$ cat config.mk
export PLATFORM = sky130hd
export DESIGN_NAME = seq_alu
export DESIGN_NICKNAME = d
export VERILOG_FILES = /design/src/rtl/seq_alu.sv
export SDC_FILE = /design/constraint.sdc
export NUM_CORES = 1
export LEC_CHECK = 0
export CELL_PAD_IN_SITES_DETAIL_PLACEMENT = 1
export CELL_PAD_IN_SITES_GLOBAL_PLACEMENT = 2
export CORE_MARGIN = 1
export CORE_UTILIZATION = 37
export DETAILED_ROUTE_END_ITERATION = 10
export PLACE_DENSITY = 0.9
export SETUP_SLACK_MARGIN = 0.3
export SLEW_MARGIN = 10
export SYNTH_ARGS = -nofsm -noshare
export SYNTH_HDL_FRONTEND = slang
export SYNTH_SLANG_ARGS = --single-unit
$ cat constraint.sdc
create_clock -name clk -period 4.5 [get_ports clk]
set_clock_uncertainty 0.2 [all_clocks]
set_input_delay 0.675 -clock clk [delete_from_list [all_inputs] [get_ports clk]]
set_output_delay 0.675 -clock clk [all_outputs]
set_load 0.02 [all_outputs]
$ cat src/rtl/seq_alu.sv
// Handshaked WIDTH-bit ALU with registered result and V/Z/C/S flags.
// Single-cycle ops finish in one cycle; MUL is iterative shift-add, one multiplier bit per cycle.
module seq_alu #(
  parameter int unsigned WIDTH   = 16,
  parameter int unsigned SHAMT_W = $clog2(WIDTH)
) (
  input  logic             clk,
  input  logic             reset,
  input  logic             in_valid,
  output logic             in_ready,
  input  logic [3:0]       opcode,
  input  logic [WIDTH-1:0] in1,
  input  logic [WIDTH-1:0] in2,
  output logic             out_valid,
  input  logic             out_ready,
  output logic [WIDTH-1:0] result,
  output logic             v,
  output logic             z,
  output logic             c,
  output logic             s
);

  localparam int unsigned AW = 2 * WIDTH;

  localparam logic [3:0] OP_ADD = 4'd0;
  localparam logic [3:0] OP_SUB = 4'd1;
  localparam logic [3:0] OP_MUL = 4'd2;
  localparam logic [3:0] OP_AND = 4'd8;
  localparam logic [3:0] OP_OR  = 4'd9;
  localparam logic [3:0] OP_SLL = 4'd10;
  localparam logic [3:0] OP_SRL = 4'd11;
  localparam logic [3:0] OP_SRA = 4'd12;

  typedef enum logic [1:0] {S_IDLE, S_MUL, S_DONE} state_t;

  state_t r_state;
  state_t w_state_nxt;

  logic               r_in_ready;
  logic               r_out_valid;
  logic [WIDTH-1:0]   r_result;
  logic               r_v, r_z, r_c, r_s;
  logic [AW-1:0]      r_mcand;
  logic [WIDTH-1:0]   r_mplier;
  logic [AW-1:0]      r_acc;
  logic [SHAMT_W-1:0] r_cnt;

  logic                    w_accept;
  logic                    w_mul_last;
  logic [AW-1:0]           w_acc_nxt;
  logic [WIDTH:0]          w_sum;
  logic [WIDTH:0]          w_diff;
  logic                    w_big;
  logic [SHAMT_W-1:0]      w_sh;
  logic [WIDTH:0]          w_sll;
  logic [WIDTH:0]          w_srl;
  logic signed [WIDTH:0]   w_sra;
  logic [WIDTH-1:0]        w_alu_res;
  logic                    w_alu_v;
  logic                    w_alu_c;

  assign w_accept   = (r_state == S_IDLE) && in_valid;
  assign w_mul_last = (r_state == S_MUL) && (r_cnt == SHAMT_W'(WIDTH - 1));
  assign w_acc_nxt  = r_acc + (r_mplier[0] ? r_mcand : AW'(0));

  // Extended shifts: the extra bit catches the last bit shifted out.
  assign w_sum  = {1'b0, in1} + {1'b0, in2};
  assign w_diff = {1'b0, in1} - {1'b0, in2};
  assign w_big  = (in2 >= WIDTH'(WIDTH));
  assign w_sh   = in2[SHAMT_W-1:0];
  assign w_sll  = {1'b0, in1} << w_sh;
  assign w_srl  = {in1, 1'b0} >> w_sh;
  assign w_sra  = $signed({in1, 1'b0}) >>> w_sh;

  // Next state.
  always_comb begin
    w_state_nxt = r_state;
    case (r_state)
      S_IDLE: if (in_valid) w_state_nxt = (opcode == OP_MUL) ? S_MUL : S_DONE;
      S_MUL:  if (w_mul_last) w_state_nxt = S_DONE;
      S_DONE: if (out_ready) w_state_nxt = S_IDLE;
      default: w_state_nxt = S_IDLE;
    endcase
  end

  // Single-cycle operations.
  always_comb begin
    w_alu_res = '0;
    w_alu_v   = 1'b0;
    w_alu_c   = 1'b0;
    case (opcode)
      OP_ADD: begin
        w_alu_res = w_sum[WIDTH-1:0];
        w_alu_c   = w_sum[WIDTH];
        w_alu_v   = (in1[WIDTH-1] == in2[WIDTH-1]) && (w_sum[WIDTH-1] != in1[WIDTH-1]);
      end
      OP_SUB: begin
        w_alu_res = w_diff[WIDTH-1:0];
        w_alu_c   = w_diff[WIDTH];
        w_alu_v   = (in1[WIDTH-1] != in2[WIDTH-1]) && (w_diff[WIDTH-1] != in1[WIDTH-1]);
      end
      OP_AND: w_alu_res = in1 & in2;
      OP_OR:  w_alu_res = in1 | in2;
      OP_SLL: if (!w_big) begin
        w_alu_res = w_sll[WIDTH-1:0];
        w_alu_c   = w_sll[WIDTH];
      end
      OP_SRL: if (!w_big) begin
        w_alu_res = w_srl[WIDTH:1];
        w_alu_c   = w_srl[0];
      end
      OP_SRA: begin
        if (w_big) begin
          w_alu_res = {WIDTH{in1[WIDTH-1]}};
          w_alu_c   = in1[WIDTH-1];
        end else begin
          w_alu_res = w_sra[WIDTH:1];
          w_alu_c   = w_sra[0];
        end
      end
      default: ;
    endcase
  end

  always_ff @(posedge clk or posedge reset) begin
    if (reset) begin
      r_state     <= S_IDLE;
      r_in_ready  <= 1'b1;
      r_out_valid <= 1'b0;
    end else begin
      r_state     <= w_state_nxt;
      r_in_ready  <= (w_state_nxt == S_IDLE);
      r_out_valid <= (w_state_nxt == S_DONE);
    end
  end

  always_ff @(posedge clk or posedge reset) begin
    if (reset) begin
      r_result <= '0;
      r_v      <= 1'b0;
      r_z      <= 1'b0;
      r_c      <= 1'b0;
      r_s      <= 1'b0;
      r_mcand  <= '0;
      r_mplier <= '0;
      r_acc    <= '0;
      r_cnt    <= '0;
    end else begin
      if (w_accept && (opcode == OP_MUL)) begin
        r_mcand  <= {WIDTH'(0), in1};
        r_mplier <= in2;
        r_acc    <= '0;
        r_cnt    <= '0;
      end else if (r_state == S_MUL) begin
        r_acc    <= w_acc_nxt;
        r_mcand  <= r_mcand << 1;
        r_mplier <= r_mplier >> 1;
        r_cnt    <= r_cnt + SHAMT_W'(1);
      end
      if (w_accept && (opcode != OP_MUL)) begin
        r_result <= w_alu_res;
        r_v      <= w_alu_v;
        r_c      <= w_alu_c;
        r_z      <= (w_alu_res == '0);
        r_s      <= w_alu_res[WIDTH-1];
      end else if (w_mul_last) begin
        r_result <= w_acc_nxt[WIDTH-1:0];
        r_v      <= |w_acc_nxt[AW-1:WIDTH];
        r_c      <= 1'b0;
        r_z      <= (w_acc_nxt[WIDTH-1:0] == '0);
        r_s      <= w_acc_nxt[WIDTH-1];
      end
    end
  end

  assign in_ready  = r_in_ready;
  assign out_valid = r_out_valid;
  assign result    = r_result;
  assign v         = r_v;
  assign z         = r_z;
  assign c         = r_c;
  assign s         = r_s;

endmodule
==> run_results.csv <==
group,metric,value,unit
outcome,status,"finished, final reports clean",
global_routing,grt_use_total,29.2,%
logic_synthesis,syn_nets,1455,
timing,finalCritPeriodShare,87.2,%
global_routing,gr-usage-met2,45.0,%
worst_setup_path,critical-path-slowest-cell,"clkdlybuf4s50_1",
worst_setup_path,critical_path_buf_inv_count,4,
global_routing,grt_start_max_net_pins,82,
detailed_routing,via_per_inst,6.22,
worst_setup_path,required,4.57,ns
detailed_routing,post_drt_wl_per_cell,23.9,um
cts,cts_root_buf,"clkbuf_16",
timing,period_minus_slack,3.93,ns
timing,setup_viol,0,
power,leakagePower,5.51,nW
logic_synthesis,yosysUniqueCellTypes,85,
logic_synthesis,synth.cell_area,0.0106,mm^2
cts,cts_sinks,107,
worst_setup_path,max_stage_delay,0.48,ns
floorplanning,start_util,37.9,%
floorplanning,core_region_area,0.0280,mm^2
placement,dp_slack,0.218,ns
placement,io_buffer_count,61,
final_layout,stdcell_area,0.0123,mm^2
global_routing,overflow,0,
timing,slew_viol_final,0,
detailed_routing,drc,0,
detailed_routing,vias,11000,
final_layout,final_common_cell,"nand2_1",
cts,clk_pin_slew,0.08,ns
global_routing,grt_pass1_wl,65100,um
timing,fin_setup_tns,0,ns
floorplanning,fp.dieArea,0.0294,mm^2
cts,clk_path_buf_depth,2,
logic_synthesis,synth_seq_area_share,25.2,%
logic_synthesis,synth_edf_count,0,
logic_synthesis,synthArstFlopShare,100,%
timing,fin_ws,0.574,ns
global_routing,grt_pass1_vias,10900,
detailed_routing,drt_iter0_markers,899,
final_layout,drive_gt1_share,9.99,%
power,worst_ir_drop_vdd,0.249,mV
detailed_routing,first_pass_iters,6,
global_routing,grtUsageMet1,41.1,%
cts,worstSkewPairLatency,0.36,ns
final_layout,final_cell_mix,"221 x nand2_1, 105 x dfrtp_1, 84 x ha_1",
timing,worst-slew-pin-transition,1.17,ns
worst_setup_path,cp_max_fo,6,
cts,ctsHtreeMaxLevel,3,
floorplanning,top_level_ports,62,
logic_synthesis,synth_seq_cells,107,
placement,place_congestion,0.991,
final_layout,final_nets,1513,
global_routing,antenna_found_initial,1,
worst_setup_path,cpLargestDelayFamily,"compound AO/OA/AOI/OAI gates",
timing,relSlewSlack,21.6,%
placement,post_dp_cell_area,0.0119,mm^2
worst_setup_path,crit_path_cell_trace,"clkdlybuf4s50_1 > buf_4 > ha_1 > inv_1 > fa_1 > nand2b_1 > a211oi_1 > buf_4 > o221ai_1 > o31ai_1 > o21a_1 > o221ai_1 > nand4b_1 > o31ai_2",
timing,max_freq,255,MHz
placement,detailed_place_hpwl,33200,um
logic_synthesis,netlist_instances,1328,
floorplanning,num_rows,61,
final_layout,syn_to_final_growth,15.5,%
cts,cts_tree,"yes",
power,p_per_area,428,mW/mm^2
logic_synthesis,synth.avg_cell_area,8.00,um^2
worst_setup_path,end_kind,"flop",
logic_synthesis,yosys_warnings,0,
run,maxCapViolations,0,
worst_setup_path,cp-start-kind,"primary input",
cts,cts-buffers-inserted,9,
logic_synthesis,ys.flop_type,"dfrtp_1",
cts,postCtsSetupBuffers,0,
floorplanning,die_w,171,um
detailed_routing,drtAntennaViolNets,0,
timing,rsz0062_at_grt,"false",
hold_path,hp-class,"flop to flop",
detailed_routing,drt-total-wl,42300,um
worst_setup_path,critical_path_class,"primary input to flop",
global_routing,busiest_layer,"met2",
global_routing,met3_usage,4.42,%
floorplanning,fp.dieH,171,um
timing,final-hold-violation-count,0,
worst_setup_path,crit_arrival,4.00,ns
[Yosys cell counts (24+ instances only)]
cell type    n  area (um^2)
a21oi_1     81          405
dfrtp_1    106         2650
nor3_1      29          145
a21o_1      25          188
nand3_1     29          145
o21ai_0     77          385
o22ai_1     24          150
nor2_1      78          293
inv_1       50          188
nand2_1    221          830
and2_1      36          225
clkbuf_1    67          251
ha_1        84         1050
a22oi_1     37          278
mux2i_1     25          250
[stage by stage]
| step | hold slack (ns) | total power, W | std cells | utilization (%) |
|---|---|---|---|---|
| 3_3_place_gp | 0.259 | 0.00426 | 1753 | 42.6 |
| 4_1_cts | 0.284 | 0.00525 | 1769 | 43.8 |
| 6_report | 0.280 | 0.00525 | 1770 | 43.8 |
| 5_1_grt | 0.311 | 0.00561 | 1769 | 43.8 |
| 3_5_place_dp | 0.265 | 0.00436 | 1753 | 42.6 |
| 2_1_floorplan | 0.246 | 0.00338 | 1328 | - |
[final timing paths]
| check | end | cells after the start | slack [ns] | start |
|---|---|---|---|---|
| max in group asynchronous | in_ready | 3 | 2.50 | reset |
| max reg2reg | v | 13 | 0.61 | r_mplier[0] |
| min reg2reg | r_mplier[2] | 2 | 0.28 | r_mplier[2] |
| min in group asynchronous | result[9] | 2 | 0.62 | reset |
| max | z | 14 | 0.57 | in1[0] |
| min | r_mplier[2] | 2 | 0.28 | r_mplier[2] |
[cells by family after synthesis]
family / synth area share (%)
AOI/OAI and AO/OA: 26.0
xor gates and xnor gates: 2.72
adders and majority gates: 10.5
buffers and inverters: 5.34
DFF: 25.2
muxes: 7.31
and+or+nand+nor: 22.9
[per-layer routing]
| metal | vias up | wire, um |
|---|---|---|
| met5 | - | 0 |
| met4 | 0 | 1480 |
| met3 | 78 | 2870 |
| met2 | 424 | 18700 |
| met1 | 5467 | 19200 |
| li1 | 5035 | - |
[where the power goes]
| group | internal [W] | switching, W | total (W) |
|---|---|---|---|
| clock | 0.000447 | 0.000410 | 0.000857 |
| combinational | 0.00107 | 0.00163 | 0.00270 |
| sequential | 0.00137 | 0.000332 | 0.00170 |
[worst min-delay path: stages (launching register included)]
cell	delay [ns]
dfrtp_1	0.35
nand2_1	0.05
nand2_1	0.05
[layout make-up]
type	instances	area (um^2)
Antenna cell	1	2.50
Clock buffer	9	225
Clock inverter	7	96.3
Fill cell	3394	15700
Inverter	51	194
Multi-Input combinational cell	1081	7410
Sequential cell	107	2680
Tap cell	378	473
Timing Repair Buffer	136	1190
[registers in the layout (all words and copies together), names as in the netlist]
name,cells
r_acc,32
in_ready,1
result,16
r_state,2
r_mplier,16
z,1
r_mcand,32
r_cnt,4
v,1
out_valid,1
c,1
[timing repair]
item	CTS	global route
setup endpoints to repair	0	1
hold buffers	0	0
resized for setup	0	2
(Power assumes the default switching activity.)
==> patch, RTL diff (same settings) <==
Make the reset (`reset`) synchronous in 2 clocked blocks.
--- a/src/rtl/seq_alu.sv
+++ b/src/rtl/seq_alu.sv
@@ -124,3 +124,3 @@
 
-  always_ff @(posedge clk or posedge reset) begin
+  always_ff @(posedge clk) begin
     if (reset) begin
@@ -136,3 +136,3 @@
 
-  always_ff @(posedge clk or posedge reset) begin
+  always_ff @(posedge clk) begin
     if (reset) begin
Check against the original RTL: differs if reset is asserted again (counterexample within 4 cycles, from zero or initial values and one cycle with reset high); with reset held inactive, the same outputs for 4 cycles.
==> patch against the original RTL <==
- sequential cell count unchanged
- area after synthesis shrank 2.4%
- final area up 5.9%
- routed wire length up 7.0%
- setup slack got worse by 270 ps
Power is not compared: it rests on default switching activity, and its combinational part moved more than twofold at a synthesized area within 25%.
==> patch: results (changes against the original RTL) <==
worst setup margin=304 ps (-270 ps); top cells by area, synth=dfxtp_1 (21%), ha_1 (10%), nand2_1 (7.2%); asr flop ratio synth=0% (-100 points); CP endpoint=z; CP Max Fanout=5 (-1); Synth Area in Adders=10.7% (+0.26 points); Fin Hold WS=259 ps (-21.6 ps); Final Cell Area=13000 µm² (+5.9%); Skew-Pair Late Insertion Delay=380 ps (+20 ps); M3 GR Usage=4.01% (-0.41 points); multi-input gates=1130 (+4.5%); CP startpoint=in1[13]; first-pass detailed-route iteration total=5 (-1); share of cells above drive strength 1=19.2% (+9.2 points); fraction of area in multi-input gates=60.0% (-0.35 points); status=finished clean; First DRT Iteration DRCs=978 (+8.8%); Worst Hold Endpoint=r_mplier[3]; sequential area share after synthesis=20.7% (-4.6 points); Fillers=3400 (+0.18%); Synth top cells by count=nand2_1 (199), a21oi_1 (142), dfxtp_1 (107); ClkCell Share=2.40% (-0.22 points); RR Startpoint=r_mplier[0]; Post-Syn Nets=1508 (+3.6%); Global Route Usage Sum=31.7% (+2.5 points); Post-DP HPWL=35300 µm (+6.3%); Signal inverters=52 (+2.0%); largest net degree at the start of global routing=69 (-16%); vias in the first global route=11700 (+6.7%); fraction of area in registers=16.5% (-5.4 points); worst relative slew slack=14.8% (-6.9 points); M2 GR Usage=49.1% (+4.1 points); Nets=1678 (+11%)
patch: kinds of logic (layout without fill, tap and decap cells):
| family | Yosys count | in the layout |
|---|---|---|
| DFF | 107 | 107 |
| adders and majority gates | 87 | 87 |
| other | 0 | 1 |
| AOI/OAI and AO/OA | 434 | 434 |
| buffers and inverters | 144 | 319 |
| xor gates and xnor gates | 35 | 35 |
| muxes | 62 | 62 |
| and+or+nand+nor | 512 | 512 |
patch: critical path: stages:
cell	delay, ps
clkdlybuf4s50_1	390
buf_4	160
buf_4	160
mux4_2	470
o2111a_1	170
a21oi_2	240
o221ai_1	160
nor4_1	420
nand4_1	250
or4_4	470
or4_1	530
o31ai_2	180
patch: power by group through the flow:
stage               Clock [mW]  Combinational [mW]  Sequential [mW]
CTS                      0.876               0.809            0.976
global route             0.907               0.892            0.977
floorplan                    0               0.397             1.00
detailed placement           0               0.800            0.998
global placement             0               0.790            0.997
finish                   0.853               0.845            0.976
